File: config.mk
export PLATFORM = sky130hd
export DESIGN_NAME = multi_sub_seq
export DESIGN_NICKNAME = d
export VERILOG_FILES = /design/src/rtl/multi_sub_pkg.sv /design/src/rtl/mul_step.sv /design/src/rtl/multi_sub_seq.sv
export SDC_FILE = /design/constraint.sdc
export NUM_CORES = 1
export LEC_CHECK = 0
export CAP_MARGIN = 20
export CORE_ASPECT_RATIO = 1.4
export CORE_MARGIN = 4
export CORE_UTILIZATION = 60
export DETAILED_ROUTE_END_ITERATION = 10
export MAX_ROUTING_LAYER = met4
export PLACE_DENSITY = 0.83
export SLEW_MARGIN = 20
export SYNTH_ARGS = -nofsm -noshare
export SYNTH_HDL_FRONTEND = slang
export SYNTH_HIERARCHICAL = 1
export SYNTH_SLANG_ARGS = --single-unit
File: constraint.sdc
create_clock -name clk -period 4.69 [get_ports clk]
set_clock_uncertainty 0.2 [all_clocks]
set_input_delay 0.938 -clock clk [delete_from_list [all_inputs] [get_ports clk]]
set_output_delay 0.938 -clock clk [all_outputs]
set_load 0.05 [all_outputs]
File: src/rtl/multi_sub_pkg.sv
// Shared definitions for the iterative multiply-add/subtract unit:
// FSM state encoding and status-word bit positions.
package multi_sub_pkg;

   typedef enum logic [1:0] {
      StIdle = 2'd0,
      StMul  = 2'd1,
      StAdj  = 2'd2,
      StDone = 2'd3
   } state_e;

   localparam int unsigned ST_Z = 0;
   localparam int unsigned ST_C = 1;
   localparam int unsigned ST_B = 2;
   localparam int unsigned ST_N = 3;

endpackage

File: src/rtl/mul_step.sv
// One shift-add multiplier step: accumulates the multiplicand, shifted by bit position,
// for every set bit in the current multiplier slice.
module mul_step #(
   parameter int unsigned WIDTH          = 8,
   parameter int unsigned BITS_PER_CYCLE = 1
) (
   input  logic [2*WIDTH-1:0]        acc,
   input  logic [2*WIDTH-1:0]        mcand,
   input  logic [BITS_PER_CYCLE-1:0] slice,
   output logic [2*WIDTH-1:0]        acc_next
);

   always_comb begin
      acc_next = acc;
      for (int i = 0; i < BITS_PER_CYCLE; i++) begin
         if (slice[i]) begin
            acc_next = acc_next + (mcand << i);
         end
      end
   end

endmodule

File: src/rtl/multi_sub_seq.sv
// Multi-cycle x*y -/+ z unit with start/busy/done handshake and {N,B,C,Z} status.
// IDLE -> MUL (WIDTH/BITS_PER_CYCLE cycles) -> ADJ -> DONE; DONE may accept a new start.
module multi_sub_seq
   import multi_sub_pkg::*;
#(
   parameter int unsigned WIDTH          = 8,
   parameter int unsigned BITS_PER_CYCLE = 1
) (
   input  logic             clk,
   input  logic             rst,
   input  logic             start,
   input  logic             op,
   input  logic [WIDTH-1:0] x,
   input  logic [WIDTH-1:0] y,
   input  logic [WIDTH-1:0] z,
   output logic             busy,
   output logic             done,
   output logic [WIDTH-1:0] res,
   output logic [3:0]       st
);

   localparam int unsigned ITER  = WIDTH / BITS_PER_CYCLE;
   localparam int unsigned CNT_W = $clog2(ITER + 1);
   localparam int unsigned PW    = 2 * WIDTH;

   state_e             state_q;
   logic [CNT_W-1:0]   cnt_q;
   logic               op_q;
   logic [WIDTH-1:0]   z_q;
   logic [WIDTH-1:0]   mplier_q;
   logic [PW-1:0]      mcand_q;
   logic [PW-1:0]      acc_q;
   logic [PW-1:0]      acc_step;
   logic [PW:0]        r_ext;
   logic               borrow;
   logic               carry;
   logic [WIDTH-1:0]   res_new;
   logic [3:0]         st_new;

   mul_step #(
      .WIDTH         (WIDTH),
      .BITS_PER_CYCLE(BITS_PER_CYCLE)
   ) u_mul_step (
      .acc     (acc_q),
      .mcand   (mcand_q),
      .slice   (mplier_q[BITS_PER_CYCLE-1:0]),
      .acc_next(acc_step)
   );

   // Adjust at 2*WIDTH+1 bits so the product's overflow and the borrow are both visible.
   always_comb begin
      r_ext   = op_q ? ({1'b0, acc_q} + (PW+1)'(z_q)) : ({1'b0, acc_q} - (PW+1)'(z_q));
      borrow  = !op_q && (acc_q < PW'(z_q));
      carry   = !borrow && (r_ext[PW:WIDTH] != '0);
      res_new = r_ext[WIDTH-1:0];
      st_new       = '0;
      st_new[ST_Z] = (res_new == '0);
      st_new[ST_C] = carry;
      st_new[ST_B] = borrow;
      st_new[ST_N] = res_new[WIDTH-1];
   end

   always_ff @(posedge clk) begin
      if (rst) begin
         state_q  <= StIdle;
         cnt_q    <= '0;
         op_q     <= 1'b0;
         z_q      <= '0;
         mplier_q <= '0;
         mcand_q  <= '0;
         acc_q    <= '0;
         busy     <= 1'b0;
         done     <= 1'b0;
         res      <= '0;
         st       <= '0;
      end else begin
         unique case (state_q)
            StIdle, StDone: begin
               done <= 1'b0;
               if (start) begin
                  op_q     <= op;
                  z_q      <= z;
                  mcand_q  <= PW'(x);
                  mplier_q <= y;
                  acc_q    <= '0;
                  cnt_q    <= CNT_W'(ITER);
                  busy     <= 1'b1;
                  state_q  <= StMul;
               end else begin
                  busy    <= 1'b0;
                  state_q <= StIdle;
               end
            end
            StMul: begin
               acc_q    <= acc_step;
               mcand_q  <= mcand_q << BITS_PER_CYCLE;
               mplier_q <= mplier_q >> BITS_PER_CYCLE;
               cnt_q    <= cnt_q - CNT_W'(1);
               if (cnt_q == CNT_W'(1)) begin
                  state_q <= StAdj;
               end
            end
            StAdj: begin
               res     <= res_new;
               st      <= st_new;
               done    <= 1'b1;
               busy    <= 1'b0;
               state_q <= StDone;
            end
         endcase
      end
   end

endmodule

Word-level counts from Yosys, hierarchy flattened
Cells that the tools add are included.
{"block": "classes", "eq_ne": 7, "n_mux": 16, "reduce_logical": 13, "order_cmp": 1, "n_addsub": 4}
{"operator": "one-hot mux 16 bit (2 select lines)", "n": 2}
{"operator": "2-to-1 mux 16 bit", "n": 3}
{"operator": "adder 16 x 8 -> 17 bit", "n": 1}
{"operator": "2-to-1 mux 17 bit", "n": 1}
{"operator": "subtractor 16 x 8 -> 17 bit", "n": 1}
{"operator": "adder 16 bit", "n": 1}
{"operator": "less-than comparator 16 x 8 -> 1 bit", "n": 1}
{"operator": "one-hot mux 8 bit (2 select lines)", "n": 1}
{"operator": "nonzero test 9 bit", "n": 1}
{"operator": "zero test 8 bit", "n": 1}
{"operator": "2-to-1 mux 8 bit", "n": 1}
{"operator": "one-hot mux 4 bit (2 select lines)", "n": 1}
{"operator": "inequality test 2 bit, second input constant", "n": 3}
{"operator": "one-hot mux 2 bit (3 select lines)", "n": 1}
{"operator": "equality test 2 bit, second input constant", "n": 2}
{"operator": "equality test 4 x 1 -> 1 bit, second input constant", "n": 1}
{"operator": "2-to-1 mux 4 bit", "n": 1}
{"operator": "one-hot mux 1 bit (2 select lines)", "n": 2}
{"operator": "AND reduction 2 bit", "n": 2}
{"operator": "nonzero test 2 bit", "n": 2}
{"operator": "subtractor 4 x 1 -> 4 bit, second input constant", "n": 1}
{"operator": "AND reduction 3 bit", "n": 1}
{"operator": "equality test 2 x 1 -> 1 bit, second input constant", "n": 1}
{"operator": "logical AND 1 bit", "n": 2}
{"operator": "other kinds (5)", "n": 7}
{"block": "word_totals", "inputBits": 28, "out_inout_bits": 14, "register_bits": 69, "wordCells": 52}

Depth between registers and ports, before layout
Gate-level depths: netlist of run 1.
{"block": "depth", "ltp_word": 4, "mapped_depth": 11, "depth_no_buf": 11}

Hierarchy
The synthesis of run 1 kept the hierarchy.
{"mod": "multi_sub_seq", "area_per_inst_um2": 3753.6, "n_inst": 1, "cells_each": 477, "seq_area_each_um2": 1361.3}
{"mod": "mul_step", "area_per_inst_um2": 903.4, "n_inst": 1, "cells_each": 115, "seq_area_each_um2": 0.0}

Worst setup path after synthesis of run 1
Ideal clock, no wire load.
{"block": "synth_timing", "kind": "register -> register", "startpoint": "register acc_q[0]", "endpoint": "register st[1]", "path_stages_with_launch": 11, "setup_slack_ns": 2.105, "t_arrival_ns": 2.253, "period_less_slack_ns": 2.585, "path_buffers": 0, "setup_ns": 0.132, "t_required_ns": 4.358, "cell_sequence": "dfxtp_1 > ha_1 > fa_1 > nor2b_1 > o21ai_0 > a31oi_1 > a22oi_1 > xor2_1 > o21ai_0 > a2111oi_0 > a31oi_1"}
{"block": "synth_between", "elab_chain_len": 4, "word_cells_on_any_way": 8, "classes_between": "add/sub: 2; order compare: 1; mux: 1; reduce/logical: 4"}
{"element": "from (decl)", "line": "multi_sub_seq.sv:32", "source": "logic [PW-1:0] acc_q;"}
{"element": "from (signal assigned)", "line": "multi_sub_seq.sv:95", "source": "acc_q <= acc_step;"}
{"element": "subtractor 16 x 8 -> 17 bit (tied with other cells)", "line": "multi_sub_seq.sv:52", "source": "r_ext = op_q ? ({1'b0, acc_q} + (PW+1)'(z_q)) : ({1'b0, acc_q} - (PW+1)'(z_q));"}
{"element": "2-to-1 mux 17 bit or logical AND 1 bit (tied branches)", "line": "multi_sub_seq.sv:52, multi_sub_seq.sv:53"}
{"element": "nonzero test 9 bit or zero test 1 bit (tied branches)", "line": "multi_sub_seq.sv:54", "source": "carry = !borrow && (r_ext[PW:WIDTH] != '0);"}
{"element": "logical AND 1 bit (*)", "line": "multi_sub_seq.sv:54"}
{"element": "to (signal assigned)", "line": "multi_sub_seq.sv:105", "source": "st <= st_new;"}
{"element": "to (decl)", "line": "multi_sub_seq.sv:19", "source": "output logic [3:0] st"}
Mark *: on every way between the ends. The rest lies on a longest branch, timed or not.
A chain may end at the register's enable or synchronous reset.

Worst setup path in the final report of run 1
{"block": "layout_timing", "startpoint": "register acc_q[0]", "endpoint": "register acc_q[10]"}
{"block": "layout_between", "elab_chain_len": 3}
{"element": "adder 16 bit", "line": "mul_step.sv:17", "source": "acc_next = acc_next + (mcand << i);"}
{"element": "2-to-1 mux 16 bit", "line": "mul_step.sv:16", "source": "if (slice[i]) begin"}
{"element": "net acc_step[10]", "line": "multi_sub_seq.sv:33", "source": "logic [PW-1:0] acc_step;"}
{"element": "one-hot mux 16 bit (2 select lines)", "line": "multi_sub_seq.sv:77", "source": "unique case (state_q)"}
The timed path passes the listed nets, and every way through them passes these cells. The select of a mux whose other input is x is not followed.

==> results of run 1 <==
path summary, 6_finish.rpt:
kind / to / slack, ns / from / cells after the start
worst min register to register: mcand_q[11]$_SDFFE_PP0P_ / 0.28 / mcand_q[11]$_SDFFE_PP0P_ / 2
worst min-delay path: mcand_q[11]$_SDFFE_PP0P_ / 0.28 / mcand_q[11]$_SDFFE_PP0P_ / 2
worst max-delay path: acc_q[10]$_SDFFE_PP0P_ / 1.67 / acc_q[0]$_SDFFE_PP0P_ / 10
worst max register to register: acc_q[10]$_SDFFE_PP0P_ / 1.67 / acc_q[0]$_SDFFE_PP0P_ / 10
cells by family (layout without fill, tap and decap cells):
logic type	Yosys count	count (layout)	synth area share (%)
adder cells (fa/ha/maj)	39	39	10.96
flip-flops	68	68	29.23
multiplexers	33	33	7.442
AND/OR/NAND/NOR	206	206	20.42
XOR/XNOR	24	24	4.514
AO/OA/AOI/OAI	160	160	22.19
buffers and inverters	62	89	5.239
cell usage in the layout (no fill, tap or decap), types with 3 or more instances in the layout:
cell             instances
a211oi_1                21
a21o_1                   6
a21oi_1                 63
a22oi_1                  3
a31oi_1                 12
a32oi_1                  4
and3_1                   8
buf_4                    3
clkbuf_8                10
clkdlybuf4s50_1         40
dfxtp_1                 68
fa_1                     3
ha_1                    35
inv_1                   29
mux2_2                  13
mux2i_1                 20
nand2_1                 66
nand2b_1                 4
nand3_1                 33
nand3b_1                 3
nor2_1                  61
nor2b_1                  5
nor3_1                  11
o211ai_1                 3
o21ai_0                 14
o21bai_1                 3
o22ai_1                  5
xnor2_1                 15
xor2_1                   9
layout make-up:
| type | count | area [µm²] | share of cell area, % |
|---|---|---|---|
| clock buffer | 12 | 145.1 | 2.731 |
| tap | 97 | 121.4 | 2.284 |
| sequential | 68 | 1361 | 25.62 |
| multi-input combinational | 462 | 3077 | 57.90 |
| inverter | 29 | 108.9 | 2.048 |
| clock inverter | 4 | 72.57 | 1.366 |
| timing repair buffer | 44 | 427.9 | 8.053 |
critical path, delay by kind of cell (launching register included):
kind,cells,cell delay [ns]
AOI/OAI and AO/OA,5,1.21
adders and majority gates,2,0.66
DFF,1,0.35
muxes,1,0.27
xor gates and xnor gates,1,0.11
and+or+nand+nor,1,0.08
state kept, by name, indices dropped and copies added (netlist names):
name	cells
acc_q	16
busy	1
mplier_q	8
done	1
res	8
op_q	1
z_q	8
mcand_q	16
state_q	2
st	3
cnt_q	4
routing by layer:
metal	GRT usage (%)	vias to the layer above	wire length (µm)
li1	-	2171	-
met4	13.08	0	352
met5	-	-	0
met1	32.82	2019	4935
met2	43.68	144	5868
met3	3.130	30	523
metrics by stage:
step | utilization [%] | instances
finish | 71.29 | 716
global placement | 68.17 | 700
floorplan | - | 592
global route | 71.29 | 716
CTS | 71.09 | 716
detailed placement | 68.17 | 700
power groups by stage:
stage	Combinational [mW]	Clock, mW	Sequential, mW
after floorplan	0.868	0	0.874
after global placement	1.19	0	0.813
after detailed placement	1.22	0	0.820
after CTS	1.23	0.547	0.809
after global routing	1.38	0.567	0.825
final	1.25	0.544	0.809
==> impl_metrics.ini, run 1 <==
[synth]
syn_area_um2 = 4657
ys_seq_area_share_pct = 29.23
ys_ff_latch = 68
syn_nets = 659
yosysMostFrequentCell = dfxtp_1
synth_edf_count = 0
syn_inst = 592
synth.top_cell.area_share_pct = 29.23
synth_largest_area_cell = dfxtp_1
yosysUniqueCellTypes = 60
post_synth.cell_area_avg_um2 = 7.866
synthFlopType = dfxtp_1
synth.area.top_cells = dfxtp_1, ha_1, a21oi_1
yosys-top-cells-count = dfxtp_1, nand2_1, a21oi_1
yosys_warnings = 6
synth_async_sr_flop_share_pct = 0

[sta]
hold_slack_ns = 0.2774
final-max-slew-violation-count = 0
finalWorstSetupSlack_ns = 1.672
tightest_slew_ns = 0.9021
setup_tns_ns = 0
period_share_pct = 64.35
rsz0062_at_grt = false
hold_viol_final = 0
clock.fmax_mhz = 331.4
setup_viol = 0
max-slew-margin-rel_pct = 39.78
min_period_ns = 3.018

[power_and_ir_drop]
pwr-share-seq_pct = 31.1
switchingPower_mw = 1.132
power.total_mw = 2.602
internal_power_mw = 1.470
p_leak_nw = 2.097
p_sw_share_pct = 43.50
p_per_area_nw_per_um2 = 489.6
peakVddDrop_mv = 0.3777
pwr-share-clk_pct = 20.9
pwr-share-comb_pct = 48.0

[floorplanning]
fp.dieH_um = 112.2
die-area_um2 = 9255
io_pins = 42
initial_core_util_pct = 62.48
rows = 37
dieWidth_um = 82.46
core-area_um2 = 7453

[setup_path]
path_cells = ha_1, fa_1, a21o_1, a221oi_2, o31ai_1, a31oi_1, xnor2_1, mux2_2, nand3_1, a21oi_1
cpMaxStageDelayCell = a221oi_2
critical_path_class = flip-flop to flip-flop
slowest_delay_ns = 0.48
cp_max_fo = 5
cp.required_ns = 4.70
cp-end-kind = flip-flop
cp.arrival_ns = 3.03
critPathLaunchType = flip-flop

[grt]
grt_max_degree = 60
grt_pass1_vias = 4133
grt_first_pass_wirelength_um = 19440
overflow = 0
grtUsageTotal_pct = 27.08
antenna_found_initial = 0

[cts]
cts-resized-gates = 0
cts_hold_buf = 0
cts_made_buffers = 9
cts_setup_buffers = 0
cts-root-buf = clkbuf_8
clkSlewWorstSetupHoldPaths_ns = 0.07
htree_levels = 3
clkSinkCount = 68
cts_buffer_depth = 2
cts_tree = yes
insertion_delay_ns = 0.36

[routing]
routedWlPerCell_um = 16.31
antenna_left = 0
routed_wl_um = 11680
num_vias = 4364
drtIter0Drc = 249
first_pass_iters = 6
drc_errors = 0
viasPerCell = 6.095

[place]
dp_slack_ns = 1.599
portBuffers = 41
gp_congestion = 0.9512
dp_hpwl_um = 8389
placed_cell_area_um2 = 5081

[hold_path]
min_path_type = flip-flop to flip-flop

[cells_and_area]
final_cell_area_um2 = 5314
n_antenna_cell = 0
final_nets = 681
drive_gt1_share_pct = 7.270
num-fill-cells = 596
synthToLayoutAreaGrowth_pct = 14.11

[run_status]
status = finished, final reports clean

[run]
drv_cap = 0
Note: power is estimated with default switching activity, not from simulation.
==> run 2, diff against run 1 <==
--- a/config.mk
+++ b/config.mk
@@ -8,10 +8,10 @@
 export CAP_MARGIN = 20
 export CORE_ASPECT_RATIO = 1.4
 export CORE_MARGIN = 4
-export CORE_UTILIZATION = 60
+export CORE_UTILIZATION = 53
 export DETAILED_ROUTE_END_ITERATION = 10
 export MAX_ROUTING_LAYER = met4
-export PLACE_DENSITY = 0.83
+export PLACE_DENSITY = 0.77
 export SLEW_MARGIN = 20
 export SYNTH_ARGS = -nofsm -noshare
 export SYNTH_HDL_FRONTEND = slang
==> constraint.sdc (replaced) <==
create_clock -name clk -period 2.6 [get_ports clk]
set_clock_uncertainty 0.2 [all_clocks]
set_input_delay 0.52 -clock clk [delete_from_list [all_inputs] [get_ports clk]]
set_output_delay 0.52 -clock clk [all_outputs]
set_load 0.05 [all_outputs]
==> run 2 against run 1 <==
The run now ends with setup timing left. Setup slack worse by 1.7 ns. Combinational power rose by 120%. Hold slack worse by 0.023 ns. Clock power grew 140%. Non-clock buffer count rose by 77. First-iteration DRC count down 31%. Cell count is 12% higher. Largest power group unchanged.
==> impl_metrics.ini, run 2 (synthesized netlist as in run 1, its figures left out) <==
[run_status]
status = finished, violations left
violations = setup timing

[cells_and_area]
synthToLayoutAreaGrowth_pct = 35.73
mostFrequentLayoutCells = buf_4, nand2_1, dfxtp_1, nor2_1, a21oi_1
n_antenna_cell = 0
reg_top3 = acc_q: 16 flops, mcand_q: 16 flops
num-fill-cells = 641
multiInputGateArea_um2 = 3358
drive_gt1_share_pct = 24.57
final_cell_area_um2 = 6321
final_nets = 758
final_common_cell = buf_4
seq_area_um2 = 1375

[grt]
overflow = 0
grt_first_pass_wirelength_um = 20770
grtUsageTotal_pct = 25.69
grt_pass1_vias = 4458
grt_max_degree = 63
antenna_found_initial = 0

[run]
drv_cap = 0

[floorplanning]
core-area_um2 = 8558
rows = 40
fp.dieH_um = 118.9
dieWidth_um = 87.22
io_pins = 42
die-area_um2 = 10370
initial_core_util_pct = 54.42

[sta]
hold_viol_final = 0
final-max-slew-violation-count = 0
setup_viol = 1
tightest_slew_ns = 1.022
clock.fmax_mhz = 374.1
rsz0062_at_grt = true
max-slew-margin-rel_pct = 31.87
min_period_ns = 2.673
period_share_pct = 102.8
finalWorstSetupSlack_ns = -0.07316

[routing]
viasPerCell = 5.920
routedWlPerCell_um = 16.62
routed_wl_um = 13310
num_vias = 4742
drtIter0Drc = 173
drc_errors = 0
first_pass_iters = 5
antenna_left = 0

[setup_path]
cp_max_fo = 4
r2r_end = st[1]$_SDFFE_PP0P_
critical_path_class = flip-flop to flip-flop
cp.required_ns = 2.61
r2r_start = z_q[0]$_SDFFE_PP0P_
critPathLaunchType = flip-flop
reg2reg_depth = 10
cp-end-kind = flip-flop
r2r_slack_ns = -0.07
cp.arrival_ns = 2.68

[place]
placed_cell_area_um2 = 5644
portBuffers = 41
gp_congestion = 0.9577
dp_hpwl_um = 9311

[power_and_ir_drop]
peakVddDrop_mv = 0.6818
p_per_area_nw_per_um2 = 882.1
p_leak_nw = 2.533
power.total_mw = 5.576

[hold_path]
min_to = z_q[6]$_SDFFE_PP0P_
min_path_type = input port to flip-flop
min_from = rst
hold_path_depth = 2

[cts]
clkSlewWorstSetupHoldPaths_ns = 0.06
cts_buffer_depth = 2
htree_levels = 3
cts_tree = yes
cts-root-buf = clkbuf_16
clkSinkCount = 68
cts_made_buffers = 9
insertion_delay_ns = 0.34
run 2: report_power, final:
part	internal [mW]	switching, mW
Combinational	1.19	1.62
Sequential	1.25	0.192
Clock	0.839	0.479
Total	3.28	2.29
run 2: final cells by class:
cell class / count / share of cell area (%)
multi-input cells: 462 / 53.13
clock buffers: 10 / 3.622
well taps: 105 / 2.078
flip-flops and latches: 68 / 21.75
clock inverters: 6 / 1.405
inverters: 29 / 1.722
repair buffers: 121 / 16.29
run 2: worst max path at each step:
| stage | depth (start not counted) | startpoint | endpoint | slack, ns |
|---|---|---|---|---|
| 2_1_floorplan | 10 | acc_q[0]$_SDFFE_PP0P_ | st[1]$_SDFFE_PP0P_ | 0.02 |
| 3_3_place_gp | 10 | acc_q[0]$_SDFFE_PP0P_ | st[1]$_SDFFE_PP0P_ | -0.21 |
| 3_5_place_dp | 10 | acc_q[0]$_SDFFE_PP0P_ | st[1]$_SDFFE_PP0P_ | -0.19 |
| 4_1_cts | 12 | z_q[0]$_SDFFE_PP0P_ | st[1]$_SDFFE_PP0P_ | -0.1 |
| 5_1_grt | 10 | acc_q[0]$_SDFFE_PP0P_ | st[1]$_SDFFE_PP0P_ | -0.24 |
| 6_report | 10 | z_q[0]$_SDFFE_PP0P_ | st[1]$_SDFFE_PP0P_ | -0.07 |
run 2: timing repair:
| action | 4_1_cts | 5_1_grt |
|---|---|---|
| pin swaps | 6 | 15 |
| setup endpoints to repair | 8 | 11 |
| hold buffers | 0 | 0 |
| resized for setup | 23 | 41 |
| buffers inserted | 2 | 3 |
run 2: worst max-delay path, cell delays in order (launching register included):
cell,delay (ns)
dfxtp_2,0.32
ha_1,0.21
fa_2,0.36
nor2b_1,0.18
o21ai_2,0.22
a31oi_4,0.13
buf_4,0.18
a32oi_2,0.20
xnor2_1,0.11
a2111oi_2,0.30
a31oi_1,0.13
run 2: stage by stage:
step / TNS, ns / instances / worst slack [ns] / util [%] / hold WS [ns]
6_report: -0.07316 / 801 / -0.07316 / 73.86 / 0.2548
5_1_grt: -0.6266 / 801 / -0.2438 / 73.86 / 0.2656
4_1_cts: -0.1117 / 798 / -0.09804 / 70.77 / 0.2497
3_5_place_dp: -0.6627 / 780 / -0.1942 / 65.95 / 0.2738
3_3_place_gp: -0.3345 / 780 / -0.2122 / 65.95 / 0.2560
2_1_floorplan: 0 / 592 / 0.01537 / - / 0.2450
run 2: per-layer routing:
| layer | track usage [%] | up-vias | part of all wire [%] |
|---|---|---|---|
| met5 | - | - | 0 |
| met4 | 11.52 | 0 | 2.9 |
| met2 | 44.49 | 136 | 53 |
| li1 | - | 2314 | - |
| met3 | 4.221 | 21 | 4.2 |
| met1 | 28.36 | 2271 | 40 |
